[config.mk]
export PLATFORM = sky130hd
export DESIGN_NAME = font_rom
export DESIGN_NICKNAME = d
export VERILOG_FILES = /design/src/rtl/font_rom.sv
export SDC_FILE = /design/constraint.sdc
export NUM_CORES = 1
export LEC_CHECK = 0
export CAP_MARGIN = 40
export CORE_UTILIZATION = 35
export DETAILED_ROUTE_END_ITERATION = 12
export PLACE_DENSITY = 0.64
export SLEW_MARGIN = 20
export SYNTH_ARGS = -nofsm -noshare
export SYNTH_HDL_FRONTEND = slang
export SYNTH_SLANG_ARGS = --single-unit
[constraint.sdc]
create_clock -name clk -period 1.9 [get_ports clk]
set_clock_uncertainty 0.15 [all_clocks]
set_input_delay 0.285 -clock clk [delete_from_list [all_inputs] [get_ports clk]]
set_output_delay 0.285 -clock clk [all_outputs]
set_load 0.02 [all_outputs]
[src/rtl/font_rom.sv]
// Synchronous 8x16 glyph ROM for the VGA text path. The address register is
// followed by a combinational table; only digits '0'-'9' and ':' are populated.
module font_rom (
  input  logic        clk,
  input  logic        reset,
  input  logic [10:0] addr,
  output logic [7:0]  data
);

  // Each glyph is 16 rows packed MSB-first: row 0 (top) is bits [127:120].
  localparam logic [127:0] GLYPH_0     = 128'h0000_7CC6_C6CE_DEF6_E6C6_C67C_0000_0000;
  localparam logic [127:0] GLYPH_1     = 128'h0000_1838_7818_1818_1818_187E_0000_0000;
  localparam logic [127:0] GLYPH_2     = 128'h0000_7CC6_060C_1830_60C0_C6FE_0000_0000;
  localparam logic [127:0] GLYPH_3     = 128'h0000_7CC6_0606_3C06_0606_C67C_0000_0000;
  localparam logic [127:0] GLYPH_4     = 128'h0000_0C1C_3C6C_CCFE_0C0C_0C1E_0000_0000;
  localparam logic [127:0] GLYPH_5     = 128'h0000_FEC0_C0C0_FC06_0606_C67C_0000_0000;
  localparam logic [127:0] GLYPH_6     = 128'h0000_3860_C0C0_FCC6_C6C6_C67C_0000_0000;
  localparam logic [127:0] GLYPH_7     = 128'h0000_FEC6_0606_0C18_3030_3030_0000_0000;
  localparam logic [127:0] GLYPH_8     = 128'h0000_7CC6_C6C6_7CC6_C6C6_C67C_0000_0000;
  localparam logic [127:0] GLYPH_9     = 128'h0000_7CC6_C6C6_7E06_0606_0C78_0000_0000;
  localparam logic [127:0] GLYPH_COLON = 128'h0000_0000_1818_0000_0018_1800_0000_0000;

  logic [10:0]  addr_q;
  logic [10:0]  addr_d;
  logic [6:0]   code;
  logic [3:0]   row;
  logic [127:0] glyph;

  assign addr_d = addr;

  always_ff @(posedge clk) begin
    if (reset) addr_q <= '0;
    else       addr_q <= addr_d;
  end

  assign code = addr_q[10:4];
  assign row  = addr_q[3:0];

  always_comb begin
    glyph = '0;
    case (code)
      7'h30:   glyph = GLYPH_0;
      7'h31:   glyph = GLYPH_1;
      7'h32:   glyph = GLYPH_2;
      7'h33:   glyph = GLYPH_3;
      7'h34:   glyph = GLYPH_4;
      7'h35:   glyph = GLYPH_5;
      7'h36:   glyph = GLYPH_6;
      7'h37:   glyph = GLYPH_7;
      7'h38:   glyph = GLYPH_8;
      7'h39:   glyph = GLYPH_9;
      7'h3A:   glyph = GLYPH_COLON;
      default: glyph = '0;
    endcase
  end

  // Row 0 sits in the top byte, so the byte offset is (15 - row) * 8.
  assign data = glyph[{~row, 3'b000} +: 8];

endmodule

==> impl_metrics.tcl <==
set metrics [dict create \
    status "complete, but fails checks" \
    violations "setup timing" \
    firstDrtPassIters 5 \
    vias 1977 \
    antenna_found_initial 0 \
    drtIter0Drc 184 \
    place_area_um2 2060 \
    cts_max_level 1 \
    routed_wl_um 5420 \
    clk_pin_slew_ns 0.04 \
    syn_area_um2 1450 \
    grt_pass1_wl_um 8540 \
    yosysSeqAreaShare_pct 15.2 \
    synth_edf_count 0 \
    die_h_um 66.4 \
    drive_gt1_share_pct 42.2 \
    cts_sinks 11 \
    tritoncts "done" \
    max_freq_mhz 448 \
    top_regs "addr_q: 11 flops" \
    clockBufferDepth 2 \
    antennaDiodeCount 0 \
    worst_slack_ns -0.331 \
    largest_reg_flops 11 \
    synthArstFlopShare_pct 0 \
    rsz0062_at_grt "true" \
    ir_drop_v 0.000381 \
    fin_nets 296 \
    wl_per_cell_um 16.3 \
    cp.required_ns 1.46 \
    route.detailed.drc 0 \
    p_per_area_nw_per_um2 380 \
    top_register "addr_q" \
    max_cap_viol_count 0 \
    post_drt_via_cell_ratio 5.95 \
    start_util_pct 36.3 \
    syn_inst 213 \
    place.port_buffers 19 \
    gp_congestion 1.02 \
    cts_inserted_buffers 3 \
    regArea_um2 236 \
    period_minus_slack_ns 2.23 \
    yosysMostFrequentCell "o21ai_0" \
    globalRouteOverflowTotal 0 \
    hp-class "in -> reg" \
    grt_max_degree 16 \
    critical_path_class "reg -> out" \
    cp.arrival_ns 1.80 \
    slew_viol_final 0 \
    yosysWarnings 0 \
    worstSetupStartpointType "flip-flop" \
    timing.hold.ws_ns 0.447 \
    critical_path.endpoint_type "output pin" \
    multiInputGateArea_um2 1240 \
    p_leak_nw 0.978 \
    hpwl_um 3780 \
    grt_util_all_layers_pct 25.1 \
    area_growth_syn_to_layout_pct 64.7 \
    num_io_pins 21 \
    cts_root_buffer "clkbuf_8" \
    synth.top_cell.area_share_pct 15.2 \
    synth_cell_type_count 55 \
    tns_ns -1.89 \
    coreArea_um2 4000 \
    ant_nets 0 \
    avgSynthCellArea_um2 6.81 \
    finalHoldViolations 0 \
    fin_util_pct 59.7 \
    setup-violations-final 7 \
    yosys.area.top_type "dfxtp_1" \
    synth_ff_type "dfxtp_1" \
    synthTopCellsByArea "dfxtp_1 (15%), nor2b_1 (8.6%), o21ai_0 (7.6%), a21oi_1 (5.9%), nand2_1 (3.9%)" \
    finalInstanceArea_um2 2390 \
    grt_pass1_vias 1833 \
    die_w_um 66.4 \
    synth.top_cells.by_count "o21ai_0 (22), nor2b_1 (20), a21oi_1 (17), nand2_1 (15), nor2_1 (12)" \
    fill_cells 354 \
    synth-seq-cells 11 \
    synth_nets 226 \
    dieArea_um2 4400 \
    finalCritPeriodShare_pct 117 \
    worstPathMaxFanout 7 \
    rows 23 \
]
-- worst max-delay path, cell delays in order (launching register included) --
cell and delay, ns:
dfxtp_4 0.38, buf_4 0.13, buf_4 0.16, nor2b_1 0.17, a2bb2oi_1 0.25, o22ai_1 0.13, nand2_1 0.10, o211ai_2 0.10
buf_6 0.15
-- layout make-up --
class                           instances  area share (%)
Multi-Input combinational cell        171            52.1
Timing Repair Buffer                   90            32.6
Sequential cell                        11            9.90
Tap cell                               50            2.62
Clock buffer                            4            1.89
Inverter                                6           0.943
-- stage by stage --
stage	setup WS (ns)	instances	power, W
final	-0.331	332	0.000908
after global routing	-0.387	332	0.000956
after CTS	-0.294	330	0.000878
after detailed placement	-0.668	323	0.000610
after global placement	-0.671	323	0.000608
after floorplan	-0.0226	213	0.000458
-- what timing repair did --
action	CTS	global route
pin swaps	13	10
setup endpoints to repair	7	7
hold buffers	0	0
gates resized for setup	88	25
setup buffers	3	2
-- layer usage --
layer  GRT usage, %  part of all wire, %
met1           30.8                   39
met2           42.2                   49
met3           2.24                  7.4
met4           14.9                  4.3
met5              0                    0
-- power breakdown --
part	switching (W)	internal [W]	total [W]
logic	0.000208	0.000219	0.000427
clock network	0.0000762	0.000146	0.000223
registers	0.0000167	0.000242	0.000259
-- path summary, 6_finish.rpt --
check / start / endpoint / cells after the start
worst min-delay path: addr[4] / addr_q[4] / 2
worst max-delay path: addr_q[0] / data[1] / 8
-- kinds of logic after synthesis --
family / count (synthesis) / synth area share, %
AOI/OAI and AO/OA: 83 / 38.2
xor gates and xnor gates: 3 / 1.81
adders and majority gates: 2 / 1.38
buffers and inverters: 31 / 11.3
DFF: 11 / 15.2
other: 1 / 0.259
and+or+nand+nor: 82 / 31.8
-- placed cells by master, fill, tap and decap left out, types with 3 or more instances in the layout --
master	n
o22ai_1	6
a21oi_1	15
dfxtp_4	4
nand2b_4	3
clkbuf_8	3
dfxtp_1	6
buf_6	18
inv_1	6
xor2_1	3
nor2_1	11
nand2_1	14
o21ai_1	12
nand3_1	5
clkdlybuf4s50_1	12
a31oi_1	4
nor3_1	5
nand4_1	5
o21ai_0	10
buf_4	58
nor2b_1	16
No activity file was read; power rests on OpenSTA's default activity.
